--- config.mk ---
export PLATFORM = sky130hd
export DESIGN_NAME = hdx_line_ctrl
export DESIGN_NICKNAME = d
export VERILOG_FILES = /design/src/rtl/hdx_line_ctrl.sv
export SDC_FILE = /design/constraint.sdc
export NUM_CORES = 1
export LEC_CHECK = 0
export CAP_MARGIN = 20
export CORE_MARGIN = 3
export CORE_UTILIZATION = 45
export DETAILED_ROUTE_END_ITERATION = 7
export DONT_BUFFER_PORTS = 1
export HOLD_SLACK_MARGIN = 0.05
export PLACE_DENSITY = 0.68
export SYNTH_ARGS = -nofsm -noshare
export SYNTH_HDL_FRONTEND = slang
export SYNTH_SLANG_ARGS = --single-unit
export TNS_END_PERCENT = 20
--- constraint.sdc ---
create_clock -name clk -period 3.7 [get_ports clk]
set_input_delay 0.185 -clock clk [delete_from_list [all_inputs] [get_ports clk]]
set_output_delay 0.185 -clock clk [all_outputs]
set_load 0.02 [all_outputs]
--- src/rtl/hdx_line_ctrl.sv ---
// Half-duplex single-wire line controller: drive a word MSB-first, release the line, then sample a reply.
// Build option: define HDX_PARITY_EN to append/check an even-parity bit in each direction.
module hdx_line_ctrl #(
  parameter int unsigned WIDTH = 8,
  parameter int unsigned TURN  = 2
) (
  input  logic             clk,
  input  logic             rst,
  input  logic             tx_valid,
  output logic             tx_ready,
  input  logic [WIDTH-1:0] tx_data,
  output logic             rx_valid,
  output logic [WIDTH-1:0] rx_data,
  output logic             rx_err,
  output logic             pad_en,
  output logic             pad_o,
  input  logic             pad_i
);

`ifdef HDX_PARITY_EN
  localparam int unsigned NB = WIDTH + 1;
`else
  localparam int unsigned NB = WIDTH;
`endif
  localparam int unsigned CW = $clog2(WIDTH + 2);
  localparam int unsigned TW = (TURN > 1) ? $clog2(TURN) : 1;
  localparam logic [CW-1:0] NB_LAST   = CW'(NB - 1);
  localparam logic [TW-1:0] TURN_LAST = TW'(TURN - 1);

  typedef enum logic [2:0] {
    S_IDLE,
    S_DRIVE,
    S_TURN,
    S_SAMPLE,
    S_DONE
  } state_t;

  state_t          state;
  state_t          state_nx;
  logic [CW-1:0]   bit_cnt;
  logic [TW-1:0]   turn_cnt;
  logic [NB-1:0]   tx_sh;
  logic [NB-1:0]   rx_sh;
  logic [NB-1:0]   tx_frame;
  logic [NB-1:0]   rx_next;
  logic            rx_last;

`ifdef HDX_PARITY_EN
  assign tx_frame = {tx_data, ^tx_data};
`else
  assign tx_frame = tx_data;
`endif

  // First sampled bit ends up as the MSB after NB shifts.
  assign rx_next = (rx_sh << 1) | NB'(pad_i);
  assign rx_last = (state == S_SAMPLE) && (bit_cnt == '0);

  always_ff @(posedge clk) begin
    if (rst) state <= S_IDLE;
    else     state <= state_nx;
  end

  always_comb begin
    state_nx = state;
    unique case (state)
      S_IDLE:   if (tx_valid)        state_nx = S_DRIVE;
      S_DRIVE:  if (bit_cnt == '0)   state_nx = S_TURN;
      S_TURN:   if (turn_cnt == '0)  state_nx = S_SAMPLE;
      S_SAMPLE: if (bit_cnt == '0)   state_nx = S_DONE;
      S_DONE:                        state_nx = S_IDLE;
      default:                       state_nx = S_IDLE;
    endcase
  end

  always_comb begin
    tx_ready = 1'b0;
    pad_en   = 1'b0;
    pad_o    = 1'b0;
    rx_valid = 1'b0;
    unique case (state)
      S_IDLE:  tx_ready = 1'b1;
      S_DRIVE: begin
        pad_en = 1'b1;
        pad_o  = tx_sh[NB-1];
      end
      S_DONE:  rx_valid = 1'b1;
      default: ;
    endcase
  end

  // Counters count down to zero so each phase ends on an explicit compare, never a wrap.
  always_ff @(posedge clk) begin
    if (rst) begin
      bit_cnt  <= '0;
      turn_cnt <= '0;
      tx_sh    <= '0;
      rx_sh    <= '0;
      rx_data  <= '0;
    end else begin
      unique case (state)
        S_IDLE: begin
          if (tx_valid) begin
            tx_sh   <= tx_frame;
            bit_cnt <= NB_LAST;
          end
        end
        S_DRIVE: begin
          tx_sh <= tx_sh << 1;
          if (bit_cnt == '0) turn_cnt <= TURN_LAST;
          else               bit_cnt  <= bit_cnt - 1'b1;
        end
        S_TURN: begin
          if (turn_cnt == '0) bit_cnt  <= NB_LAST;
          else                turn_cnt <= turn_cnt - 1'b1;
        end
        S_SAMPLE: begin
          rx_sh <= rx_next;
          if (rx_last) rx_data <= rx_next[NB-1 -: WIDTH];
          else         bit_cnt <= bit_cnt - 1'b1;
        end
        default: ;
      endcase
    end
  end

`ifdef HDX_PARITY_EN
  always_ff @(posedge clk) begin
    if (rst)          rx_err <= 1'b0;
    else if (rx_last) rx_err <= ^rx_next;
  end
`else
  assign rx_err = 1'b0;
`endif

endmodule

=== Word level (Yosys, flattened, before mapping) ===
Cells that the tools add are included.
Widths: inputs -> output; s select.

* Logic and storage cells: 49
* Register bits: 31
* Input port bits: 12
* Output and inout port bits: 13

* Add/sub/neg operators: 2
* Reduce and logical (&&, ||, !) cells: 11
* Bitwise operators: 1
* Equality and inequality tests: 10
* Multiplexer cells: 19

{| class="wikitable"
|+ Operators by type and width
! cell !! count
|-
| $mux 4 || 4
|-
| $pmux 4 s4 || 1
|-
| $pmux 8 s2 || 1
|-
| $mux 3 || 4
|-
| $pmux 3 s4 || 1
|-
| $ne 2x2->1 const B || 5
|-
| $mux 8 || 1
|-
| $or 8x1->8 || 1
|-
| $eq 3x2->1 const B || 2
|-
| $mux 1 || 6
|-
| $reduce_and 2->1 || 3
|-
| $reduce_and 5->1 || 1
|-
| $logic_not 4->1 || 1
|-
| $reduce_and 4->1 || 1
|-
| $reduce_bool 2->1 || 2
|-
| $reduce_bool 4->1 || 1
|-
| $sub 4x1->4 const B || 1
|-
| $eq 3x1->1 const B || 1
|-
| $eq 3x3->1 const B || 1
|-
| $logic_not 3->1 || 1
|-
| $ne 2x1->1 const B || 1
|-
| $pmux 1 s2 || 1
|-
| $logic_and 1x1->1 || 1
|-
| $sub 1x1->1 const B || 1
|}

=== Logic depth before layout (Yosys ltp) ===
* Depth after elaboration: 4
* Depth in mapped cells: 7
* Mapped depth without buffers: 6

=== Least setup slack after synthesis ===
OpenSTA, ideal clock, no wires.

* Path type: register -> output
* Start point: reg state[2]
* End point: out pad_o
* Required time: 3.515 ns
* Data arrival time: 1.465 ns
* Buffers on the path: 2
* Cell stages (with the launch flop): 6
* Path slack: 2.050 ns
* Cell sequence: dfxtp_1 -> buf_2 -> or3b_2 -> buf_6 -> inv_1 -> and2_1

* Longest elaborated chain between the ends: 2

{| class="wikitable"
|+ RTL lines
! item !! RTL line !! source
|-
| from (decl) || 38 || <nowiki>state_t state;</nowiki>
|-
| from (signal assigned) || 60 || <nowiki>else state <= state_nx;</nowiki>
|-
| $eq 3x1->1 || 80 || <nowiki>unique case (state)</nowiki>
|-
| $mux 1 || 80 ||
|-
| to (decl) || 16 || <nowiki>output logic pad_o,</nowiki>
|}

Every way passes these cells.

=== Worst setup path in the final report ===
* Start point: reg state[1]
* End point: out pad_o

Same word-level chain as after synthesis.

==> impl_metrics.py <==
metrics = {
    "clock_tree": {
        "clkTransAtPathRegs_ns": 0.09,
        "numCtsBuffers": 5,
        "htree_num_levels": 2,
        "clk_root_buffer_cell": "sky130_fd_sc_hd__clkbuf_4",
        "tritoncts": "yes",
        "clock_sinks": 31,
        "worst_skew_pair.late_latency_ns": 0.32,
        "clock_tree.buffer_depth": 2,
        "cts_resized": 0,
        "post-cts-setup-buffer-count": 0,
    },
    "power_and_ir_drop": {
        "pwr_density_mw_per_mm2": 558.1,
        "vdd.ir_drop.worst_uv": 309.2,
        "leakage_component_of_the_power_nw": 0.5854,
    },
    "logic_synthesis": {
        "dominantRegCellSynth": "sky130_fd_sc_hd__dfxtp_1",
        "synthesis.area_per_instance_sq_um": 8.742,
        "most_numerous_cell_in_the_yosys_netlist": "sky130_fd_sc_hd__nor2_1",
        "netlist.area_leader.share": 0.4521,
        "mappedNetlistArea_sq_mm": 0.001373,
        "ys_ff_latch": 31,
        "synth.net_count": 170,
        "ys_top_cells_by_area": "sky130_fd_sc_hd__dfxtp_1 (45%), sky130_fd_sc_hd__nor2_1 (9.0%), sky130_fd_sc_hd__nor4_2 (6.4%)",
        "synth-edff-count": 0,
        "yosys.area.top_type": "sky130_fd_sc_hd__dfxtp_1",
        "synth.top_cells.by_count": "sky130_fd_sc_hd__nor2_1 (33), sky130_fd_sc_hd__dfxtp_1 (31), sky130_fd_sc_hd__a21oi_1 (13)",
        "synthDistinctLibCells": 33,
        "yosys_warnings": 0,
        "async_reset_ff_frac": 0,
        "seq_area_frac_synth": 0.4521,
        "syn_inst": 157,
    },
    "timing": {
        "timing_max_transition_violations_final": 0,
        "rsz0062_at_grt": "false",
        "worst_pin_slew_ns": 0.7860,
        "finalCritPeriodShare": 0.5906,
        "summed_negative_setup_slack_over_all_endpoints_ns": 0,
        "fmax_mhz": 457.6,
        "timing.final.setup_violations": 0,
        "min_period_ns": 2.185,
        "final_critical_path_setup_slack_ns": 1.515,
        "maxSlewHeadroom": 0.4719,
        "worst_clock_skew_ns": 0.002548,
        "finalHoldViolCount": 0,
    },
    "setup_path": {
        "cp.required_ns": 3.51,
        "worstSetupEndpointType": "output port",
        "timing_worst_setup_path_type": "register to output port",
        "cp-start-kind": "register",
        "cp.arrival_ns": 2.00,
        "critical_path_peak_fanout": 17,
    },
    "hold_path": {
        "min_path_type": "input pin to register",
    },
    "detailed_routing": {
        "drtAntennaViolNets": 0,
        "number_of_optimization_iterations_in_the_first_detailed_route_pass": 4,
        "vias_per_cell": 5.537,
        "dr_drc_count": 0,
        "initialDrtViolationCount": 43,
        "wl_cell_microns": 12.96,
        "via_count": 1041,
        "totalWireLength_microns": 2437,
    },
    "placement": {
        "place_hpwl_microns": 1706,
        "place.gp.congestion": 0.7467,
        "io_buffers": 0,
        "worst_slack_at_placement_ns": 1.601,
        "postPlaceCellArea_sq_mm": 0.001341,
    },
    "final_layout": {
        "finish.net_count": 170,
        "final_core_util": 0.5117,
        "final_layout_size_suffix_gt1_frac": 0.1146,
        "multi_input_gate_area_sq_um": 663.1,
        "postLayoutCellArea_sq_mm": 0.001448,
        "diodes": 0,
        "seq_area_sq_um": 620.6,
        "fillerInstances": 258,
        "syn_to_final_growth_pct": 5.470,
    },
    "global_route": {
        "pin_count_of_the_biggest_net_entering_global_routing": 32,
        "grt_pass1_wl_microns": 3919,
        "vias_in_the_first_global_route": 932,
        "grt.total_usage": 0.1443,
        "initial_antenna_violation_count": 0,
        "globalRouteOverflowTotal": 0,
    },
    "run_status": {
        "status": "completed",
    },
    "floorplanning": {
        "core_region_area_sq_mm": 0.002829,
        "row_count": 19,
        "dieWidth_microns": 61.23,
        "die-area_sq_mm": 0.003749,
        "i_o_pins": 25,
        "floorplan.initialDensity": 0.4852,
        "floorplan.die.height_microns": 61.23,
    },
    "job": {
        "maximum_capacitance_violations": 0,
    },
}
[registers in the layout (all words and copies together), names as in the netlist]
register,cells
rx_sh,7
tx_sh,8
turn_cnt,1
rx_data,8
bit_cnt,4
state,3
[per-layer routing]
| layer | GRT usage | wire length (microns) | share of wire |
|---|---|---|---|
| met4 | 0.07430 | 52 | 0.021 |
| met2 | 0.2190 | 1117 | 0.46 |
| met3 | 0.07128 | 171 | 0.070 |
| met5 | 0 | 0 | 0 |
| met1 | 0.1675 | 1096 | 0.45 |
[layout make-up]
cell class	count	area share
multi-input cells	110	0.4581
flip-flops and latches	31	0.4287
clock buffers	6	0.03544
repair buffers	4	0.03457
well taps	31	0.02679
inverters	5	0.01296
clock inverters	1	0.003457
[timing repair]
| item | in CTS | in global routing |
|---|---|---|
| setup endpoints to repair | 0 | 0 |
| hold buffers | 4 | 0 |
| endpoints found under the hold margin | 31 | 0 |
[kinds of logic (layout without fill, tap and decap cells)]
| family | count (synthesis) | in the layout | share of synthesized area |
|---|---|---|---|
| fa+ha+maj | 1 | 1 | 0.009114 |
| flops | 31 | 31 | 0.4521 |
| other cells | 1 | 1 | 0.002732 |
| simple gates | 77 | 77 | 0.3145 |
| xor+xnor | 1 | 1 | 0.006382 |
| compound gates | 22 | 22 | 0.09207 |
| mux | 8 | 8 | 0.05834 |
| buf+inv | 16 | 16 | 0.06472 |
[per-stage QoR]
step / std cells / power (mW) / hold WS, ns
2_1_floorplan: 157 / 0.6012 / 0.2560
3_3_place_gp: 177 / 0.6034 / 0.2580
3_5_place_dp: 177 / 0.6129 / 0.2608
4_1_cts: 188 / 0.8201 / 0.05307
5_1_grt: 188 / 0.8643 / 0.05654
6_report: 188 / 0.8079 / 0.07142
[where the power goes]
part | internal (mW) | switching (mW) | total (mW)
Clock | 0.0878 | 0.105 | 0.193
Sequential | 0.372 | 0.0364 | 0.408
Combinational | 0.0809 | 0.126 | 0.207
[layout by cell type (no fill, tap or decap), types with 2 or more instances in the layout]
cell and count:
sky130_fd_sc_hd__nor2_1 33, sky130_fd_sc_hd__dfxtp_1 31, sky130_fd_sc_hd__a21oi_1 13, sky130_fd_sc_hd__nand3_1 10, sky130_fd_sc_hd__nand2_1 8, sky130_fd_sc_hd__mux2i_1 8, sky130_fd_sc_hd__nor4_2 7, sky130_fd_sc_hd__inv_1 5
sky130_fd_sc_hd__nor3_1 5, sky130_fd_sc_hd__clkbuf_4 5, sky130_fd_sc_hd__nor2b_1 3, sky130_fd_sc_hd__o21a_1 3, sky130_fd_sc_hd__dlygate4sd3_1 3, sky130_fd_sc_hd__nor4_1 2, sky130_fd_sc_hd__a31oi_1 2, sky130_fd_sc_hd__o21ai_0 2
[worst paths after layout]
check                                start        to  slack [ns]  cells after the start
worst max-delay path              state[1]     pad_o        1.51                      3
worst min-delay path            tx_data[2]  tx_sh[2]        0.07                      2
worst max register to register    state[1]  tx_sh[0]        1.59                      4
worst min register to register    rx_sh[6]  rx_sh[6]        0.46                      2
[worst max-delay path, stage by stage (launching register included)]
cell and delay, ns:
sky130_fd_sc_hd__dfxtp_1 0.48, sky130_fd_sc_hd__or3b_2 0.69, sky130_fd_sc_hd__inv_1 0.23, sky130_fd_sc_hd__and2_1 0.27
No activity file was read; power rests on OpenSTA's default activity.
